===== src/rtl/bios_pkg.sv =====
// Shared BIOS definitions: UART receive FSM states and the default bit timing.
package bios_pkg;

  // 100 MHz system clock, 115200 baud
  localparam int unsigned UART_CLKS_PER_BIT = 868;

  typedef enum logic [2:0] {
    IDLE,
    START,
    DATA,
    STOP,
    WAIT_IDLE
  } uart_rx_state_t;

endpackage


===== src/rtl/sync_fifo.sv =====
// Single-clock FIFO with extra-MSB pointers; a push into a full FIFO is accepted
// only when a pop happens in the same cycle.
module sync_fifo #(
  parameter int unsigned WIDTH = 8,
  parameter int unsigned DEPTH = 4
) (
  input  logic             clk,
  input  logic             rst,
  input  logic             i_push,
  input  logic [WIDTH-1:0] i_wdata,
  output logic             o_full,
  input  logic             i_pop,
  output logic [WIDTH-1:0] o_rdata,
  output logic             o_empty
);

  localparam int unsigned AW = $clog2(DEPTH);
  localparam logic [AW:0] PTR_ONE = (AW + 1)'(1);

  logic [AW:0]      wr_ptr_q, rd_ptr_q;
  logic [WIDTH-1:0] mem_q [DEPTH];
  logic             do_push, do_pop;

  assign o_empty = (wr_ptr_q == rd_ptr_q);
  assign o_full  = (wr_ptr_q[AW] != rd_ptr_q[AW]) &&
                   (wr_ptr_q[AW-1:0] == rd_ptr_q[AW-1:0]);
  assign do_pop  = i_pop & ~o_empty;
  assign do_push = i_push & (~o_full | do_pop);

  // Head is forced to zero when empty so o_rdata has a defined reset value.
  assign o_rdata = o_empty ? '0 : mem_q[rd_ptr_q[AW-1:0]];

  always_ff @(posedge clk) begin
    if (rst) begin
      wr_ptr_q <= '0;
      rd_ptr_q <= '0;
    end else begin
      if (do_push) wr_ptr_q <= wr_ptr_q + PTR_ONE;
      if (do_pop)  rd_ptr_q <= rd_ptr_q + PTR_ONE;
    end
  end

  // NOTE: storage is deliberately not reset; the pointers alone define what is valid.
  always_ff @(posedge clk) begin
    if (do_push) mem_q[wr_ptr_q[AW-1:0]] <= i_wdata;
  end

endmodule


===== src/rtl/uart_rx_stream.sv =====
// UART 8N1 receiver feeding a byte stream (valid/ready) to the BIOS command
// dispatcher through a small FIFO; reports framing errors and overruns as pulses.
module uart_rx_stream
  import bios_pkg::*;
#(
  parameter int unsigned CLKS_PER_BIT = UART_CLKS_PER_BIT,
  parameter int unsigned FIFO_DEPTH   = 4
) (
  input  logic       clk,
  input  logic       rst,
  input  logic       i_rxd,
  output logic [7:0] o_data,
  output logic       o_valid,
  input  logic       i_ready,
  output logic       o_frame_err,
  output logic       o_overrun,
  output logic       o_busy
);

  localparam logic [15:0] CNT_FULL = 16'(CLKS_PER_BIT - 1);
  localparam logic [15:0] CNT_HALF = 16'(CLKS_PER_BIT / 2 - 1);

  logic           rxd_meta_q, rxd_s_q;
  uart_rx_state_t state_q;
  logic [15:0]    cnt_q;
  logic [2:0]     bit_idx_q;
  logic [7:0]     shift_q;
  logic           frame_err_q, overrun_q;

  logic cnt_zero, byte_push, fifo_pop, fifo_full, fifo_empty;

  // NOTE: sequential state uses non-blocking assignments so both flops sample the old values.
  always_ff @(posedge clk) begin
    if (rst) begin
      rxd_meta_q <= 1'b1;
      rxd_s_q    <= 1'b1;
    end else begin
      rxd_meta_q <= i_rxd;
      rxd_s_q    <= rxd_meta_q;
    end
  end

  assign cnt_zero  = (cnt_q == '0);
  assign byte_push = (state_q == STOP) && cnt_zero && rxd_s_q;
  assign fifo_pop  = o_valid & i_ready;

  always_ff @(posedge clk) begin
    if (rst) begin
      state_q     <= IDLE;
      cnt_q       <= '0;
      bit_idx_q   <= '0;
      shift_q     <= '0;
      frame_err_q <= 1'b0;
      overrun_q   <= 1'b0;
    end else begin
      frame_err_q <= 1'b0;
      overrun_q   <= byte_push & fifo_full & ~fifo_pop;
      case (state_q)
        IDLE: begin
          if (!rxd_s_q) begin
            state_q <= START;
            cnt_q   <= CNT_HALF;
          end
        end
        START: begin
          if (!cnt_zero) begin
            cnt_q <= cnt_q - 16'd1;
          end else if (!rxd_s_q) begin
            state_q   <= DATA;
            cnt_q     <= CNT_FULL;
            bit_idx_q <= '0;
          end else begin
            state_q <= IDLE;
          end
        end
        DATA: begin
          if (!cnt_zero) begin
            cnt_q <= cnt_q - 16'd1;
          end else begin
            shift_q   <= {rxd_s_q, shift_q[7:1]};
            cnt_q     <= CNT_FULL;
            bit_idx_q <= bit_idx_q + 3'd1;
            if (bit_idx_q == 3'd7) state_q <= STOP;
          end
        end
        STOP: begin
          if (!cnt_zero) begin
            cnt_q <= cnt_q - 16'd1;
          end else if (rxd_s_q) begin
            state_q <= IDLE;
          end else begin
            frame_err_q <= 1'b1;
            state_q     <= WAIT_IDLE;
          end
        end
        WAIT_IDLE: begin
          // A held-low line (break) yields only the single error already flagged.
          if (rxd_s_q) state_q <= IDLE;
        end
        default: state_q <= IDLE;
      endcase
    end
  end

  sync_fifo #(
    .WIDTH (8),
    .DEPTH (FIFO_DEPTH)
  ) u_fifo (
    .clk     (clk),
    .rst     (rst),
    .i_push  (byte_push),
    .i_wdata (shift_q),
    .o_full  (fifo_full),
    .i_pop   (fifo_pop),
    .o_rdata (o_data),
    .o_empty (fifo_empty)
  );

  assign o_valid     = ~fifo_empty;
  assign o_frame_err = frame_err_q;
  assign o_overrun   = overrun_q;
  assign o_busy      = (state_q != IDLE);

endmodule


===== config.mk =====
export PLATFORM = sky130hd
export DESIGN_NAME = uart_rx_stream
export DESIGN_NICKNAME = d
export VERILOG_FILES = /design/src/rtl/bios_pkg.sv /design/src/rtl/sync_fifo.sv /design/src/rtl/uart_rx_stream.sv
export SDC_FILE = /design/constraint.sdc
export NUM_CORES = 1
export LEC_CHECK = 0
export ABC_AREA = 1
export ABC_CLOCK_PERIOD_IN_PS = 3050
export BUFFER_PORTS_ARGS = -buffer_cell sky130_fd_sc_hd__buf_2
export CAP_MARGIN = 30
export CORE_ASPECT_RATIO = 1.5
export CORE_UTILIZATION = 28
export CTS_BUF_LIST = sky130_fd_sc_hd__clkbuf_8
export CTS_CLUSTER_SIZE = 40
export DETAILED_ROUTE_END_ITERATION = 10
export PLACE_DENSITY = 0.47
export SYNTH_ARGS = -nofsm -noshare
export SYNTH_HDL_FRONTEND = slang
export SYNTH_SLANG_ARGS = --single-unit

===== constraint.sdc =====
create_clock -name clk -period 3.05 [get_ports clk]
set_clock_uncertainty 0.15 [all_clocks]
set_input_delay 0.7625 -clock clk [delete_from_list [all_inputs] [get_ports clk]]
set_output_delay 0.7625 -clock clk [all_outputs]
set_load 0.05 [all_outputs]

======== Yosys cells after proc, flatten, opt, wreduce, memory -nomap -nowiden ========
Memory sizes are Yosys's and may differ from the RTL's. A register that Yosys moved wholly into a read port is not among the register bits.
Index checks and enable logic that the tools add are counted.
storage, ports and cells
  register bits after elaboration ......... 40
  bits in writable memories ............... 32
  input bits .............................. 4
  word-level logic and storage cells ...... 81
  memories kept ........................... 1
memories
  name          words  width  read ports  clocked after memory_dff  write ports  line             RTL
  u_fifo.mem_q  4      8      1           1                         1            sync_fifo.sv:21  logic [WIDTH-1:0] mem_q [DEPTH];
cells by class
  $add $sub $neg .......................... 4
  equality and inequality tests ........... 17
  mux-type cells .......................... 25
  bitwise logic cells ..................... 11
  reduce and logical (&&, ||, !) cells .... 13
operators with widths
  operator               number
  $mux 16                5
  $pmux 16 s4            1
  $mux 3                 10
  $logic_not 16->1       1
  $ne 2x2->1 const B     8
  $sub 16x1->16 const B  1
  $pmux 3 s5             1
  $add 3x1->3 const B    3
  $mux 8                 1
  $reduce_and 4->1       2
  $eq 3x2->1 const B     2
  $eq 3x3->1 const B     2
  $mux 2                 3
  $pmux 3 s2             1
  $reduce_and 6->1       1
  $and 1x1->1            5
  $not 1->1              5
  $reduce_bool 4->1      1
  $eq 3x1->1 const B     1
  $eq 3x3->1             1
  $logic_and 1x1->1      3
  $logic_not 3->1        1
  $mux 1                 3
  $ne 3x3->1 const B     1
  7 further kinds        7

======== Longest topological paths before layout ========
  depth in word-level cells ............... 8
  gate-level depth with buffers ........... 11
  depth with buffers taken out ............ 11

======== By module ========
From an unflattened synthesis, not the netlist that was laid out.
second synthesis, totals
  cells, all modules ...................... 447
  area total of the unflattened synthesis .. 3,684.8 µm²
modules (own cells, without submodules)
  module          instances  cells an instance  area each (µm²)  seq. area each (µm²)
  uart_rx_stream  1          287                1,941.9          680.7
  sync_fifo       1          160                1,742.9          1,121.1

======== Worst setup path before layout ========
Ideal clock, no wire load.
  path kind ............................... flip-flop to output port
  start ................................... register with a tool-made name
  end ..................................... output o_data[5]
  arrival ................................. 1.534 ns
  setup slack ............................. 0.604 ns
  stages on the path, launching flop included .. 8
  buffers on the path ..................... 2
  cell sequence ........................... dfxtp_1 -> clkbuf_1 -> inv_1 -> clkbuf_1 -> nor2_1 -> o32ai_1 -> nand2_1 -> inv_1
RTL lines
  what              line                  RTL
  end: declaration  uart_rx_stream.sv:12  output logic [7:0] o_data,

==> flow_summary.toml <==
[worst_setup_path]
cp.arrival_ns = 1.79
crit_required_ns = 2.14
slowest_delay_ns = 0.51
path_cells = "clkinvlp_4 > nor2_1 > o32ai_1 > nand2_1 > inv_1 > buf_2"
cp_max_fo = 17
worstSetupPathType = "flip-flop to output pin"
worstSetupEndpointType = "output pin"
start_kind = "flip-flop"
worst_path_max_delay_cell = "dfxtp_2"

[synthesis]
yosys-top-cells-count = "nor2_1, nand2_1, dfxtp_1, inv_1, edfxtp_1"
yosys_warnings = 0
synthCells = 424
synthArstFlopShare_pct = 0
synth_top_area_share_pct = 27.0
ys.flop_type = "dfxtp_1"
synthesis.nets = 437
synth_most_common_cell = "nor2_1"
yosys-top-cells-area = "edfxtp_1, dfxtp_1, nor2_1"
ys_types = 37
syn-cell-area_mm2 = 0.00356
syn_area_per_cell_um2 = 8.40
yosysSeqAreaShare_pct = 50.6
synth_edf_count = 32
synth_top_area_cell = "edfxtp_1"
synth_seq_cells = 74

[routing]
firstDrtPassIters = 4
drt_wl_total_um = 7740
via_per_inst = 4.53
postRouteAntennaNets = 0
drt_iter0_drc = 77
wl_per_cell_um = 12.8
dr_total_vias = 2740
drc = 0

[global_routing]
grt_pass1_vias = 2627
grt_max_degree = 22
met3_usage_pct = 3.42
grt_pass1_wl_um = 13100
use_met1_pct = 15.2
overflow = 0
grt_busiest_layer = "met2"
grt_usage_pct = 13.2
grt_antenna_before_repair = 0
met2_usage_pct = 22.4

[layout]
nets = 458
drive_gt1_share_pct = 15.8
area_growth_pct = 13.1
diodes = 0
fin_cells = 605

[sta]
whs_ns = 0.260
post-route-period-util_pct = 88.6
rsz0062_at_grt = "no"
hold_viol_final = 0
max_freq_ghz = 0.370
final.min_clock_period_ns = 2.70
fin_setup_tns_ns = 0
setup_viol = 0
slew_headroom_pct = 54.8
drv_slew = 0
tightest_slew_ns = 0.677

[pwr]
ir_drop_v = 0.000501
power.density_mw_per_mm2 = 903
power.leakage_uw = 0.00173

[clock_tree]
cts_resized = 0
tritoncts = "yes"
cts_root_buf = "clkbuf_8"
htree_levels = 3
numCtsBuffers = 9
cts.sinks = 74
post-cts-setup-buffers = 0
clk_pin_slew_ns = 0.07
clkLatencyLatePin_ns = 0.36
clock_path_buffers = 2
cts_hold_buffers = 0

[die]
core_area_mm2 = 0.0124
rows = 50
io_pins = 16
start_util_pct = 28.6
die_h_um = 140
die_area_mm2 = 0.0132
die_width_um = 94.1

[placed_design]
place.detailed.hpwl_um = 5640
dp.cells = 590
portBuffers = 15
place_congestion = 0.764

[run]
cap_violations = 0

[worst_hold_path]
worstHoldPathType = "flip-flop to flip-flop"

[run_status]
status = "complete, no violations"
power breakdown:
group / total, uW / internal [uW] / switching [uW]
Sequential: 1230 / 1120 / 114
Combinational: 1590 / 499 / 1090
Clock: 815 / 451 / 363
per-stage QoR:
step                      power, uW  setup WS (ns)  util, %  area, um2
after CTS                      3690          0.129     32.3       4020
after floorplan                2550          0.604        -       3560
after detailed placement       2860          0.534     30.6       3810
after global placement         2850          0.570     30.6       3810
after global routing           3940          0.105     32.3       4030
final                          3640          0.347     32.3       4030
critical path: cells and delay by family, from the launching register on:
family                 cells  cell delay (ns)
buffers and inverters      3             0.57
DFF                        1             0.51
and+or+nand+nor            2             0.25
AOI/OAI and AO/OA          1             0.10
metal layers:
metal	wire, um	vias to the layer above
met2	3980	39
met4	174	0
met1	3360	1252
met3	218	11
met5	0	-
li1	-	1438
path summary, 6_finish.rpt:
path                                            start                           end  slack [ns]  cells after the start
worst min register to register  rxd_meta_q$_SDFF_PP1_            rxd_s_q$_SDFF_PP1_        0.26                      1
worst min-delay path            rxd_meta_q$_SDFF_PP1_            rxd_s_q$_SDFF_PP1_        0.26                      1
worst max-delay path                        flip-flop                     o_data[1]        0.35                      6
worst max register to register  cnt_q[0]$_SDFFE_PP0P_  u_fifo.mem_q[0][2]$_DFFE_PP_        0.88                      9
layout make-up:
cell class | instances | area [um2]
tap | 156 | 195
clock buffer | 9 | 124
clock inverter | 6 | 82.6
fill | 1333 | 8420
inverter | 46 | 176
multi-input combinational | 293 | 1530
sequential | 74 | 1800
timing repair buffer | 21 | 120
placed cells by master (no fill, tap or decap), types with 15 or more instances in the layout:
cell       n
inv_1     41
dfxtp_1   41
nand3_1   21
o21ai_0   23
nor2_1    78
nand2_1   76
edfxtp_1  32
a21oi_1   21
buf_2     15
logic make-up after synthesis:
| family | synth area share [%] |
|---|---|
| AO/OA/AOI/OAI | 10.7 |
| adder cells (fa/ha/maj) | 3.16 |
| AND/OR/NAND/NOR | 27.5 |
| flip-flops | 50.6 |
| buffers and inverters | 6.57 |
| XOR/XNOR | 1.48 |
state kept, by name, indices dropped and copies added, names as in the netlist, named ones only:
register and cells:
shift_q 8, u_fifo.wr_ptr_q 3, state_q 3, u_fifo.rd_ptr_q 3
rxd_meta_q 1, cnt_q 16, bit_idx_q 3, u_fifo.mem_q 32
rxd_s_q 1, o_overrun 1, o_frame_err 1
Power figures use the tool's default switching activity.
